`src/rtl/fib_gen.sv`:
```
// Fibonacci stream source: emits 0,1,1,2,3,5,... one term per valid/ready transfer,
// stopping after len terms or at the last term that fits in n bits.
module fib_gen #(
  parameter int n = 4
) (
  input  logic         clk,
  input  logic         rst_n,
  input  logic         start,
  input  logic [7:0]   len,
  input  logic         out_ready,
  output logic [n-1:0] out,
  output logic         out_valid,
  output logic         last,
  output logic         busy,
  output logic         done
);

  // state   | meaning
  // ST_IDLE | out of reset, waiting for start
  // ST_RUN  | presenting term a on the output stream
  // ST_DONE | sequence finished, waiting for start to restart

  typedef enum logic [1:0] {
    ST_IDLE = 2'd0,
    ST_RUN  = 2'd1,
    ST_DONE = 2'd2
  } state_t;

  state_t       state_q, state_d;
  logic [n-1:0] a_q, a_d;
  logic [n:0]   b_q, b_d;
  logic [7:0]   rem_q, rem_d;

  logic run;
  logic last_w;

  assign run    = (state_q == ST_RUN);
  // b[n] set means the next term overflows n bits, so the current one is final
  assign last_w = run & ((rem_q == 8'd1) | b_q[n]);

  always_comb begin
    state_d = state_q;
    a_d     = a_q;
    b_d     = b_q;
    rem_d   = rem_q;
    case (state_q)
      ST_IDLE, ST_DONE: begin
        if (start) begin
          if (len == 8'd0) begin
            state_d = ST_DONE;
          end else begin
            a_d     = '0;
            b_d     = (n+1)'(1);
            rem_d   = len;
            state_d = ST_RUN;
          end
        end
      end
      ST_RUN: begin
        if (out_ready) begin
          if (last_w) begin
            state_d = ST_DONE;
          end else begin
            a_d   = b_q[n-1:0];
            b_d   = {1'b0, a_q} + b_q;
            rem_d = rem_q - 8'd1;
          end
        end
      end
      default: state_d = ST_IDLE;
    endcase
  end

  always_ff @(posedge clk or negedge rst_n) begin
    if (!rst_n) begin
      state_q <= ST_IDLE;
      a_q     <= '0;
      b_q     <= '0;
      rem_q   <= '0;
    end else begin
      state_q <= state_d;
      a_q     <= a_d;
      b_q     <= b_d;
      rem_q   <= rem_d;
    end
  end

  assign out       = a_q;
  assign out_valid = run;
  assign last      = last_w;
  assign busy      = run;
  assign done      = (state_q == ST_DONE);

endmodule

```
`config.mk`:
```
export PLATFORM = sky130hd
export DESIGN_NAME = fib_gen
export DESIGN_NICKNAME = d
export VERILOG_FILES = /design/src/rtl/fib_gen.sv
export SDC_FILE = /design/constraint.sdc
export NUM_CORES = 1
export LEC_CHECK = 0
export ABC_AREA = 0
export CAP_MARGIN = 10
export CORE_ASPECT_RATIO = 2
export CORE_MARGIN = 2
export CORE_UTILIZATION = 34
export DETAILED_ROUTE_END_ITERATION = 10
export HOLD_SLACK_MARGIN = 0.06
export PLACE_DENSITY = 0.66
export SLEW_MARGIN = 20
export SYNTH_ARGS = -nofsm -noshare
export SYNTH_HDL_FRONTEND = slang
export SYNTH_SLANG_ARGS = --single-unit
```
`constraint.sdc`:
```
create_clock -name clk -period 2.1 [get_ports clk]
set_input_delay 0.42 -clock clk [delete_from_list [all_inputs] [get_ports clk]]
set_output_delay 0.42 -clock clk [all_outputs]
set_load 0.01 [all_outputs]
```
[Word level (Yosys, flattened, before mapping)]
Index checks and enable logic that the tools add are counted.
Cells by class
  mux-type cells: 20
  eq/ne operators: 8
  bitwise gates (word level): 2
  $add $sub $neg: 2
  reductions and logical operators: 6
Operator list (count)
  $mux W8: 4
  $mux W5: 4
  $mux W4: 4
  $pmux W8 S2: 1
  $ne A2 B2 Y1 const B: 5
  $pmux W5 S2: 1
  $eq A8 B1 Y1 const B: 1
  $logic_not A8 Y1: 1
  $mux W2: 4
  $pmux W4 S2: 1
  $sub A8 B1 Y8 const B: 1
  $add A4 B5 Y5: 1
  $reduce_and A5 Y1: 1
  $pmux W2 S2: 1
  $reduce_and A3 Y1: 1
  $eq A2 B1 Y1 const B: 1
  $eq A2 B2 Y1 const B: 1
  $logic_not A2 Y1: 1
  $reduce_bool A2 Y1: 1
  $reduce_or A2 Y1: 1
  $and A1 B1 Y1: 1
  $or A1 B1 Y1: 1
Word-level totals
  register bits after elaboration: 19
  input port bits: 12

[Longest topological paths before layout]
  word-level depth: 6
  gate-level depth with buffers: 7
  depth with buffers taken out: 6

[Worst setup path after synthesis]
Ideal clock, no wire load.
  path type: register to register
  start: register a_q[0], in the netlist out[0]
  end: register b_q[4]
  path slack: 441 ps
  period minus slack after synthesis: 1659 ps
  setup time: 119 ps
  data arrival time: 1540 ps
  data required time: 1981 ps
  cell stages (with the launch flop): 7
  cells stage by stage: dfrtp_1 > ha_1 > fa_1 > a21o_1 > a21oi_1 > a221oi_1 > o21a_1
Between the ends
  cells in the longest elaborated chain, start to end: 4
RTL lines
  start: declaration: line 30  | logic [n-1:0] a_q, a_d;
  start signal: assignment: line 77  | a_q <= '0;
  start signal: assignment: line 82  | a_q <= a_d;
  $add A4 B5 Y5: line 65  | b_d = {1'b0, a_q} + b_q;
  $mux W5: line 61  | if (last_w) begin
  $mux W5: line 60  | if (out_ready) begin
  $pmux W5 S2: line 46  | case (state_q)
  end signal: assignment: line 78  | b_q <= '0;
  end signal: assignment: line 83  | b_q <= b_d;
  end: declaration: line 31  | logic [n:0] b_q, b_d;
No other way between the ends. The select of a mux whose other input is x is not followed.
A chain may end at the register's enable or synchronous reset.

[Worst setup path after layout]
  start: register rem_q[1]
  end: output port last
Between the ends
  cells in the longest elaborated chain, start to end: 3
RTL lines
  start: declaration: line 32  | logic [7:0] rem_q, rem_d;
  start signal: assignment: line 84  | rem_q <= rem_d;
  $eq A8 B1 Y1: line 39  | assign last_w = run & ((rem_q == 8'd1) | b_q[n]);
  $or A1 B1 Y1: line 39
  $and A1 B1 Y1: line 39
  end: declaration: line 13  | output logic last,
No other way between the ends.

==> run metrics <==
Final Hold Fails 0; max cap viols 0; final worst-path cycle share 0.927; largest cells by area after synthesis dfrtp_1 38%, ha_1 6.0%, a22o_1 4.9%; status finished, final reports clean; R2R cell count 8; Synth cell types 51; Placeable Area 0.00357 mm2; row cnt 31; fin cells 201; GRT overflow 0; n_diodes 0; 1st-pass router iterations 4; Reg clk slew, reported paths 0.07 ns; Detail Route Antenna Nets 0; Max Clock Skew 0.00782 ns; register-to-register setup slack 0.20 ns; post-placement cell area 0.00157 mm2; PwrDens 1370 mW/mm2; via count 1149; end of the worst register-to-register path out[3]$_DFFE_PN0P_; Max Freq 514 MHz; max-slew violations 0; Die X 46.7 um; #FFs+latches synth 19; RR Startpoint rem_q[1]$_DFFE_PN0P_; mean post-synth cell area 10.6 um2; H-Tree Depth 1; CP max FO 3; Cells after DPL 196; syn nets 136; crit-path max cell delay 0.40 ns; Buf+Inv Stages, Crit Path 2; CP max-delay cell dfrtp_1; Leakage 0.732 nW; Clock Tree Buf Depth 2; fin area 0.00162 mm2; routability congestion estimate 0.908; Synth area leader dfrtp_1; vias per cell 5.72; min Tclk post-route 1.95 ns; WS Path Type flop to output pin; Yosys top cell area share 0.383; critical path startpoint rem_q[1]$_DFFE_PN0P_; DR WL/cell 17.0 um; Post-CTS Hold Fix Bufs 0; Cells after Synth 117; WP depth 6; initial core utilization 0.348; vias in the first global route 1233; worst slew pin tran 0.420 ns; largest net degree at the start of global routing 20; post-synthesis sequential area ratio 0.383; global-route wire length before repair 5.62 mm; initial antenna violation count 0; CP Launch Type flop; Synth warnings 0; CP endpoint last; setup_tns 0 ns; HPWL Detailed 2.71 mm; relative slew slack 0.718; # nets final 172; final setup violating endpoints 0; RSZ-0062 raised after global routing no; area grow syn2layout 30.6%; die height 89.4 um; clock sinks 19; 1st-iter DRT viols 31; crit path cell chain inv_1, ha_1, nor4b_4, a21oi_2, nor2_1, clkbuf_2; arrival time of the worst setup path 1.53 ns; CTS Buf Count 3; Port Buf Inserts 19; # IOs 20; clk_lat worst skew 0.26 ns; CTS root buf clkbuf_8; final WL 3.41 mm; Main synth FF type dfrtp_1; Peak VDD IR 655 uV; Hold/Removal Path Class input port to asynchronous set/reset pin; CTS tree yes; Post-synth EDFFs 0; gr usage total 0.188; CP delay by family, top flip-flops; Setup crit end kind output pin; Mapped Area 0.00124 mm2; Worst EP required 1.68 ns; layout cells sized above 1 0.230; DR DRC count 0; ys async rst share 1.00; WHS 0.492 ns; die area 0.00418 mm2
worst register-to-register path: stages (launching register included):
cell     delay, ns
dfrtp_1       0.40
inv_1         0.10
ha_1          0.17
nor4b_4       0.23
a21oi_2       0.12
buf_4         0.17
o22ai_2       0.26
buf_4         0.22
a22o_1        0.16
report_power, final:
group,leakage [nW],switching (mW),internal (mW)
registers,0.229,0.173,0.525
clock network,0.0228,0.115,0.135
logic,0.481,0.642,0.639
total,0.732,0.930,1.30
synthesized netlist by cell type (2+ instances only):
library cell	count
nor4_2	2
o2bb2a_1	2
o22ai_2	2
o21ai_0	3
ha_1	6
a22oi_1	3
o22ai_1	3
nor2b_1	3
nand2b_1	2
nor4_1	2
a21oi_1	6
o2bb2ai_1	2
a31oi_1	4
buf_4	3
inv_1	6
a21o_1	2
nor2_1	6
nand2_1	3
dfrtp_1	19
a22o_1	7
stage by stage:
| stage | power, mW | setup WS (ns) | utilization |
|---|---|---|---|
| final | 2.23 | 0.154 | 0.454 |
| after global routing | 2.39 | 0.0937 | 0.454 |
| after CTS | 2.23 | 0.0173 | 0.453 |
| after detailed placement | 1.98 | -0.0375 | 0.441 |
| after global placement | 1.94 | -0.0259 | 0.441 |
| after floorplan | 1.50 | 0.441 | - |
routing by layer:
layer / part of all wire / up-vias / wire [um] / track usage
met5: 0 / - / 0 / 0
met4: 0.056 / 0 / 191 / 0.129
met3: 0.027 / 15 / 91 / 0.0121
met2: 0.55 / 31 / 1890 / 0.332
met1: 0.36 / 580 / 1240 / 0.199
li1: - / 523 / - / -
area by class of cell:
cell class / count / area (um2)
fillers: 365 / 1950
well taps: 49 / 61.3
clock buffers: 4 / 45.0
inverters: 7 / 27.5
multi-input cells: 86 / 699
flip-flops and latches: 19 / 475
repair buffers: 36 / 313
kinds of logic (layout without fill, tap and decap cells):
family	count (synthesis)	in the layout	synth area share
DFF	19	19	0.383
adders and majority gates	7	7	0.0766
AOI/OAI and AO/OA	47	47	0.294
and+or+nand+nor	29	29	0.170
muxes	1	1	0.00806
buffers and inverters	12	47	0.0534
xor gates and xnor gates	2	2	0.0141
worst min path at each step:
stage	startpoint	cells after the start	endpoint	slack (ns)
after CTS	rst_n	2	b_q[0]$_DFFE_PN0P_	0.50
after global placement	b_q[3]$_DFFE_PN0P_	1	out[3]$_DFFE_PN0P_	0.51
after detailed placement	b_q[2]$_DFFE_PN0P_	1	out[2]$_DFFE_PN0P_	0.53
after floorplan	rst_n	0	b_q[0]$_DFFE_PN0P_	0.12
final	rst_n	2	out[1]$_DFFE_PN0P_	0.49
after global routing	rst_n	2	rem_q[0]$_DFFE_PN0P_	0.53
sequential cells by signal (all words and copies together) (netlist names):
name / count
out: 4
state_q: 2
rem_q: 8
b_q: 5
cell usage in the layout, fill, tap and decap left out, drive strengths merged, types with 3 or more instances in the layout:
cell / count
dfrtp: 19
clkdlybuf4s50: 18
buf: 17
a22o: 7
a21oi: 7
inv: 6
nor2: 6
ha: 6
o22ai: 5
clkbuf: 5
a31oi: 4
nor4: 4
nor2b: 3
o21ai: 3
nand2: 3
a22oi: 3
timing repair:
item                       in CTS  in global routing
gates resized for setup         1                  2
gates cloned                    0                  0
setup endpoints to repair       1                  1
setup buffers                   0                  1
(Power assumes the default switching activity.)
